$ cat src/rtl/clause_array.sv
// Clause storage/evaluation array: per-slot literal storage with combinational
// sat/unit detection, registered implication/backtrack output and insert index.
module clause_slot #(
  parameter int NUM_VARS    = 8,
  parameter int WIDTH_C_LEN = 4
) (
  input  logic                     clk,
  input  logic                     rst,
  input  logic                     wr,
  input  logic [WIDTH_C_LEN-1:0]   len_in,
  input  logic [NUM_VARS-1:0][1:0] lit_in,
  input  logic [NUM_VARS-1:0][1:0] state,
  output logic                     empty,
  output logic                     unit,
  output logic [NUM_VARS-1:0]      umask,
  output logic [NUM_VARS-1:0][1:0] lit
);
  logic [WIDTH_C_LEN-1:0] len_q;
  logic sat, one, many;

  always_ff @(posedge clk) begin
    if (!rst) begin
      lit   <= '0;
      len_q <= '0;
    end else if (wr) begin
      lit   <= lit_in;
      len_q <= len_in;
    end
  end

  assign empty = (len_q == '0);

  // 11 literals count as absent, 11 states count as free
  always_comb begin
    sat   = 1'b0;
    one   = 1'b0;
    many  = 1'b0;
    umask = '0;
    for (int k = 0; k < NUM_VARS; k++) begin
      if ((lit[k] == 2'b01 && state[k] == 2'b01) || (lit[k] == 2'b10 && state[k] == 2'b10))
        sat = 1'b1;
      if ((lit[k] == 2'b01 || lit[k] == 2'b10) && (state[k] == 2'b00 || state[k] == 2'b11)) begin
        if (one) many = 1'b1;
        one      = 1'b1;
        umask[k] = 1'b1;
      end
    end
  end

  assign unit = !empty && !sat && one && !many;
endmodule

module clause_array #(
  parameter int NUM_CLAUSES      = 8,
  parameter int NUM_VARS         = 8,
  parameter int WIDTH_VAR_STATES = 30,
  parameter int WIDTH_C_LEN      = 4
) (
  input  logic                    clk,
  input  logic                    rst,
  input  logic [NUM_CLAUSES-1:0]  wr_i,
  input  logic [4:0]              clause_len_i,
  input  logic [NUM_VARS*3-1:0]   var_value_i,
  output logic [NUM_VARS*3-1:0]   var_value_o,
  output logic [NUM_CLAUSES-1:0]  learntc_insert_index_o,
  input  logic                    apply_impl_i,
  input  logic                    apply_bkt_i
);
  logic [NUM_VARS-1:0][1:0]                    val;
  logic [NUM_VARS-1:0]                         flag;
  logic [NUM_CLAUSES-1:0]                      empty, unit;
  logic [NUM_CLAUSES-1:0][NUM_VARS-1:0]        umask;
  logic [NUM_CLAUSES-1:0][NUM_VARS-1:0][1:0]   lit;
  logic [NUM_VARS-1:0]                         imp_hit;
  logic [NUM_VARS-1:0][1:0]                    imp_pol;
  logic [NUM_VARS*3-1:0]                       vv_nxt;
  logic [NUM_CLAUSES-1:0]                      idx_nxt;
  logic                                        unused_ok;

  assign unused_ok = ^{clause_len_i[4:WIDTH_C_LEN], WIDTH_VAR_STATES != 0};

  always_comb begin
    for (int k = 0; k < NUM_VARS; k++) begin
      val[k]  = var_value_i[3*k +: 2];
      flag[k] = var_value_i[3*k+2];
    end
  end

  // val doubles as the literal write data since both live in field bits [1:0]
  for (genvar g = 0; g < NUM_CLAUSES; g++) begin : g_slot
    clause_slot #(.NUM_VARS(NUM_VARS), .WIDTH_C_LEN(WIDTH_C_LEN)) u_slot (
      .clk    (clk),
      .rst    (rst),
      .wr     (wr_i[g]),
      .len_in (clause_len_i[WIDTH_C_LEN-1:0]),
      .lit_in (val),
      .state  (val),
      .empty  (empty[g]),
      .unit   (unit[g]),
      .umask  (umask[g]),
      .lit    (lit[g])
    );
  end

  // descending scan so the lowest-index unit clause is the last writer
  always_comb begin
    imp_hit = '0;
    imp_pol = '0;
    for (int k = 0; k < NUM_VARS; k++) begin
      for (int c = NUM_CLAUSES-1; c >= 0; c--) begin
        if (unit[c] && umask[c][k]) begin
          imp_hit[k] = 1'b1;
          imp_pol[k] = lit[c][k];
        end
      end
    end
  end

  always_comb begin
    vv_nxt = var_value_i;
    if (wr_i == '0) begin
      for (int k = 0; k < NUM_VARS; k++) begin
        if (apply_bkt_i) begin
          if (flag[k]) vv_nxt[3*k +: 3] = 3'b000;
        end else if (apply_impl_i && imp_hit[k]) begin
          vv_nxt[3*k +: 3] = {1'b1, imp_pol[k]};
        end
      end
    end
  end

  always_comb begin
    idx_nxt = '0;
    for (int c = NUM_CLAUSES-1; c >= 0; c--) begin
      if (empty[c]) begin
        idx_nxt    = '0;
        idx_nxt[c] = 1'b1;
      end
    end
  end

  always_ff @(posedge clk) begin
    if (!rst) begin
      var_value_o            <= '0;
      learntc_insert_index_o <= '0;
    end else begin
      var_value_o            <= vv_nxt;
      learntc_insert_index_o <= idx_nxt;
    end
  end
endmodule

$ cat config.mk
export PLATFORM = sky130hd
export DESIGN_NAME = clause_array
export DESIGN_NICKNAME = d
export VERILOG_FILES = /design/src/rtl/clause_array.sv
export SDC_FILE = /design/constraint.sdc
export NUM_CORES = 1
export LEC_CHECK = 0
export ABC_AREA = 1
export CAP_MARGIN = 20
export CORE_UTILIZATION = 27
export DETAILED_ROUTE_END_ITERATION = 6
export PLACE_DENSITY_LB_ADDON = 0.3
export SLEW_MARGIN = 20
export SYNTH_ARGS = -nofsm -noshare
export SYNTH_HDL_FRONTEND = slang
export SYNTH_SLANG_ARGS = --single-unit
$ cat constraint.sdc
create_clock -name clk -period 5.96 [get_ports clk]
set_input_delay 1.49 -clock clk [delete_from_list [all_inputs] [get_ports clk]]
set_output_delay 1.49 -clock clk [all_outputs]
set_load 0.05 [all_outputs]
==> out/results.md <==
Critical path
• 580 ps — CP max stage delay
• 11 — Critical Path Fanout Max
• simple AND/OR/NAND/NOR gates — largest delay contributor family on the critical path
• var_value_o[15] — Setup crit end
• clkdlybuf4s50_1 — slowest stage cell, crit path
• in -> reg — category of the most critical setup path
• 3 — number of buffer and inverter stages on the critical path
• input pin — CP startpoint kind
• 5410 ps — arrival time at the worst endpoint
• nand2_1 — Most Frequent Cell on Critical Path
• 26 — critical path depth in cells
• 26 — worst reg2reg path depth
• flop — endpoint class of the critical path
• g_slot[5].u_slot.lit[0] — R2R Path Start
• 6360 ps — data required time of the worst path
• var_value_i[3] — critical path launch point
• 2550 ps — register-to-register setup slack
• var_value_o[15] — end of the worst register-to-register path

Routing
• 13700 — vias
• 0 — ANT nets after route
• 4.81 — vias per cell
• 16.2 um — average wire per cell in the routed design
• 6 — detailed-routing iteration count for the pre-antenna-repair pass
• 46.0 mm — WL final
• 0 — final routed DRC violation total
• 1028 — number of design-rule violations left by the first detailed-router iteration

CTS
• 80 ps — CTS clock-pin slew for the worst setup and hold paths
• 17 — CTS buffer count
• 0 — post-CTS resize count
• 480 ps — Clock Latency Late Sink
• clkbuf_16 — clock root cell
• 0 — Hold-fix buffers, CTS
• 4 — H-Tree Depth
• done — TritonCTS clock tree
• 192 — number of clock sinks
• 2 — maximum clock insertion buffer count
• 0 — Post-CTS Repair Setup Buffers

Yosys
• 2128 — gate count of the mapped netlist
• simple AND/OR/NAND/NOR gates — combinational family with the most area after synthesis
• 0.195% — xor and xnor area share after synthesis
• 0% — multiplexer fraction of the synthesized cell area
• 0 — count of flip-flops with a built-in enable after synthesis
• 13.4% — Synth Area in Adders
• dfxtp_1 — flip-flop cell with the highest count after synthesis
• 6.32 um2 — Avg Synthesized Cell Area
• 42 — distinct cell type count of the synthesized netlist
• 27.3% — Synth Area in Simple Gates
• 28.6% — sequential area share after synthesis
• 0% — asr flop ratio synth
• 2313 — net count after synthesis
• 0 — Yosys Warn Count
• 192 — Yosys reg bits
• 13500 um2 — cell area after technology mapping
• 18.7% — synthesized-area fraction occupied by ao, oa, aoi and oai cells

GRT
• 86 — pin count of the biggest net entering global routing
• 70.6 mm — wire length of the first global-routing pass
• 0 — number of antenna violations at the first check in global routing
• 0 — overflow left after global routing
• 18.3% — total track usage
• 12700 — via count of the first global-routing pass

Floorplanning
• 50700 um2 — die area
• 225 um — width of the chip
• 73 — total I/O pin count
• 27.4% — effective utilization at floorplan
• 49100 um2 — Core Box Area
• 225 um — Die Y-Extent
• 81 — floorplan row count

Timing
• 5000 ps — Final min period
• 459 ps — worst hold margin
• 0 — Final Slew Violations
• 0 — endpoints failing hold
• no — setup repair after global routing missed its margin
• 200 MHz — top achievable clock speed
• 83.9% — Period Utilization, post-route
• 830 ps — worst-margin pin slew
• 0 ps — accumulated negative setup slack
• 10.4 ps — post-route clock skew
• 0 — number of setup violations in the final report
• 44.7% — Slew Limit Headroom

Finish
• 0 — final antenna diode count
• 2848 — number of cells in the finished layout apart from fillers
• 15.3% — Layout Area Growth over Synthesis
• 2356 — number of nets in the final layout
• 4.72% — fraction of final layout cells with drive strength greater than 1
• 15500 um2 — final instance area

Hold path
• reg -> reg — class of the tightest hold or removal check

Power
• 240 nW/um2 — cell area power density
• 0.000133 V — VDD IR-drop max
• 7.47 nW — P_leak

Placed design
• 14900 um2 — total cell area at the placement stage
• 2816 — number of instances in the placed design
• 71 — input/output buffers
• 0.945 — Routability Congestion
• 36.8 mm — post-detailed-placement half-perimeter wirelength

Run status
• finished, final reports clean — run status

Run
• 0 — max-cap violation count

[cell type report]
cell class              instances  area [um2]
multi-input cells            1522        8020
clock buffers                  17         425
flip-flops and latches        192        3840
clock inverters                15         191
repair buffers                102         941
inverters                     336        1260
fillers                      5361       33500
well taps                     664         831
[cells in the mapped netlist, types with 11 or more instances]
library cell  instances  share of area [%]
nand2_2              11               0.51
nor2_1              243                6.8
nand2_1             488                 14
ha_1                144                 13
nor3_1               18               0.67
nand3_1              75                2.8
o21ai_0             234                8.7
a21oi_1             200                7.4
clkbuf_1             69                1.9
clkinv_1             11               0.31
nand4_1              33                1.5
a31oi_1              12               0.56
dfxtp_1             192                 29
inv_1               312                8.7
inv_2                13               0.36
[how the worst min path moves through the flow]
stage / cells after the start / slack [ps] / from / to
5_1_grt: 2 / 500 / g_slot[6].u_slot.len_q[0] / g_slot[6].u_slot.len_q[0]
4_1_cts: 2 / 460 / g_slot[6].u_slot.len_q[0] / g_slot[6].u_slot.len_q[0]
6_report: 2 / 460 / g_slot[6].u_slot.len_q[0] / g_slot[6].u_slot.len_q[0]
2_1_floorplan: 2 / 430 / g_slot[4].u_slot.len_q[1] / g_slot[4].u_slot.len_q[1]
3_3_place_gp: 2 / 450 / g_slot[6].u_slot.len_q[1] / g_slot[6].u_slot.len_q[1]
3_5_place_dp: 2 / 450 / g_slot[6].u_slot.len_q[0] / g_slot[6].u_slot.len_q[0]
[sequential cells by signal, summed over array words and instances (netlist names)]
name	flops
g_slot.u_slot.lit	128
var_value_o	24
learntc_insert_index_o	8
g_slot.u_slot.len_q	32
[power breakdown]
part | leakage, nW | internal (W) | switching [W]
Clock | 0.298 | 0.000573 | 0.000643
Combinational | 5.57 | 0.000327 | 0.000746
Sequential | 1.60 | 0.00137 | 0.0000635
[cell families after synthesis]
family,Yosys count
and+or+nand+nor,893
AOI/OAI and AO/OA,482
adders and majority gates,144
DFF,192
buffers and inverters,414
xor gates and xnor gates,3
[per-layer routing]
| layer | GRT usage (%) | vias up | wire length (um) |
|---|---|---|---|
| met5 | 0 | - | 0 |
| met4 | 6.71 | 0 | 1430 |
| met3 | 2.50 | 75 | 2380 |
| met2 | 29.9 | 391 | 20800 |
| met1 | 24.3 | 6347 | 21400 |
| li1 | - | 6891 | - |
[placed cells by master, fill, tap and decap left out, types with 4 or more instances in the layout]
cell / count
a21oi_1: 200
a22o_1: 10
a31oi_1: 12
buf_4: 32
clkbuf_16: 17
clkdlybuf4s50_1: 70
clkinv_1: 11
clkinv_8: 7
dfxtp_1: 192
ha_1: 144
inv_1: 312
inv_2: 13
inv_6: 4
nand2_1: 488
nand2_2: 11
nand3_1: 75
nand4_1: 33
nor2_1: 243
nor2_2: 6
nor3_1: 18
o211ai_1: 6
o21ai_0: 234
o21ai_1: 6
or2_1: 4
[stage by stage]
| stage | total power [W] | worst slack (ps) | util, % |
|---|---|---|---|
| after floorplan | 0.00216 | 2140 | - |
| after global placement | 0.00250 | 647 | 30.4 |
| after detailed placement | 0.00252 | 572 | 30.4 |
| after CTS | 0.00373 | 1070 | 31.6 |
| after global routing | 0.00394 | 651 | 31.6 |
| final | 0.00372 | 957 | 31.6 |
[tightest hold or removal path, stage by stage (launching register included)]
cell and delay [ps]:
dfxtp_1 300, inv_1 60, a21oi_1 60
No activity file was read; power rests on OpenSTA's default activity.
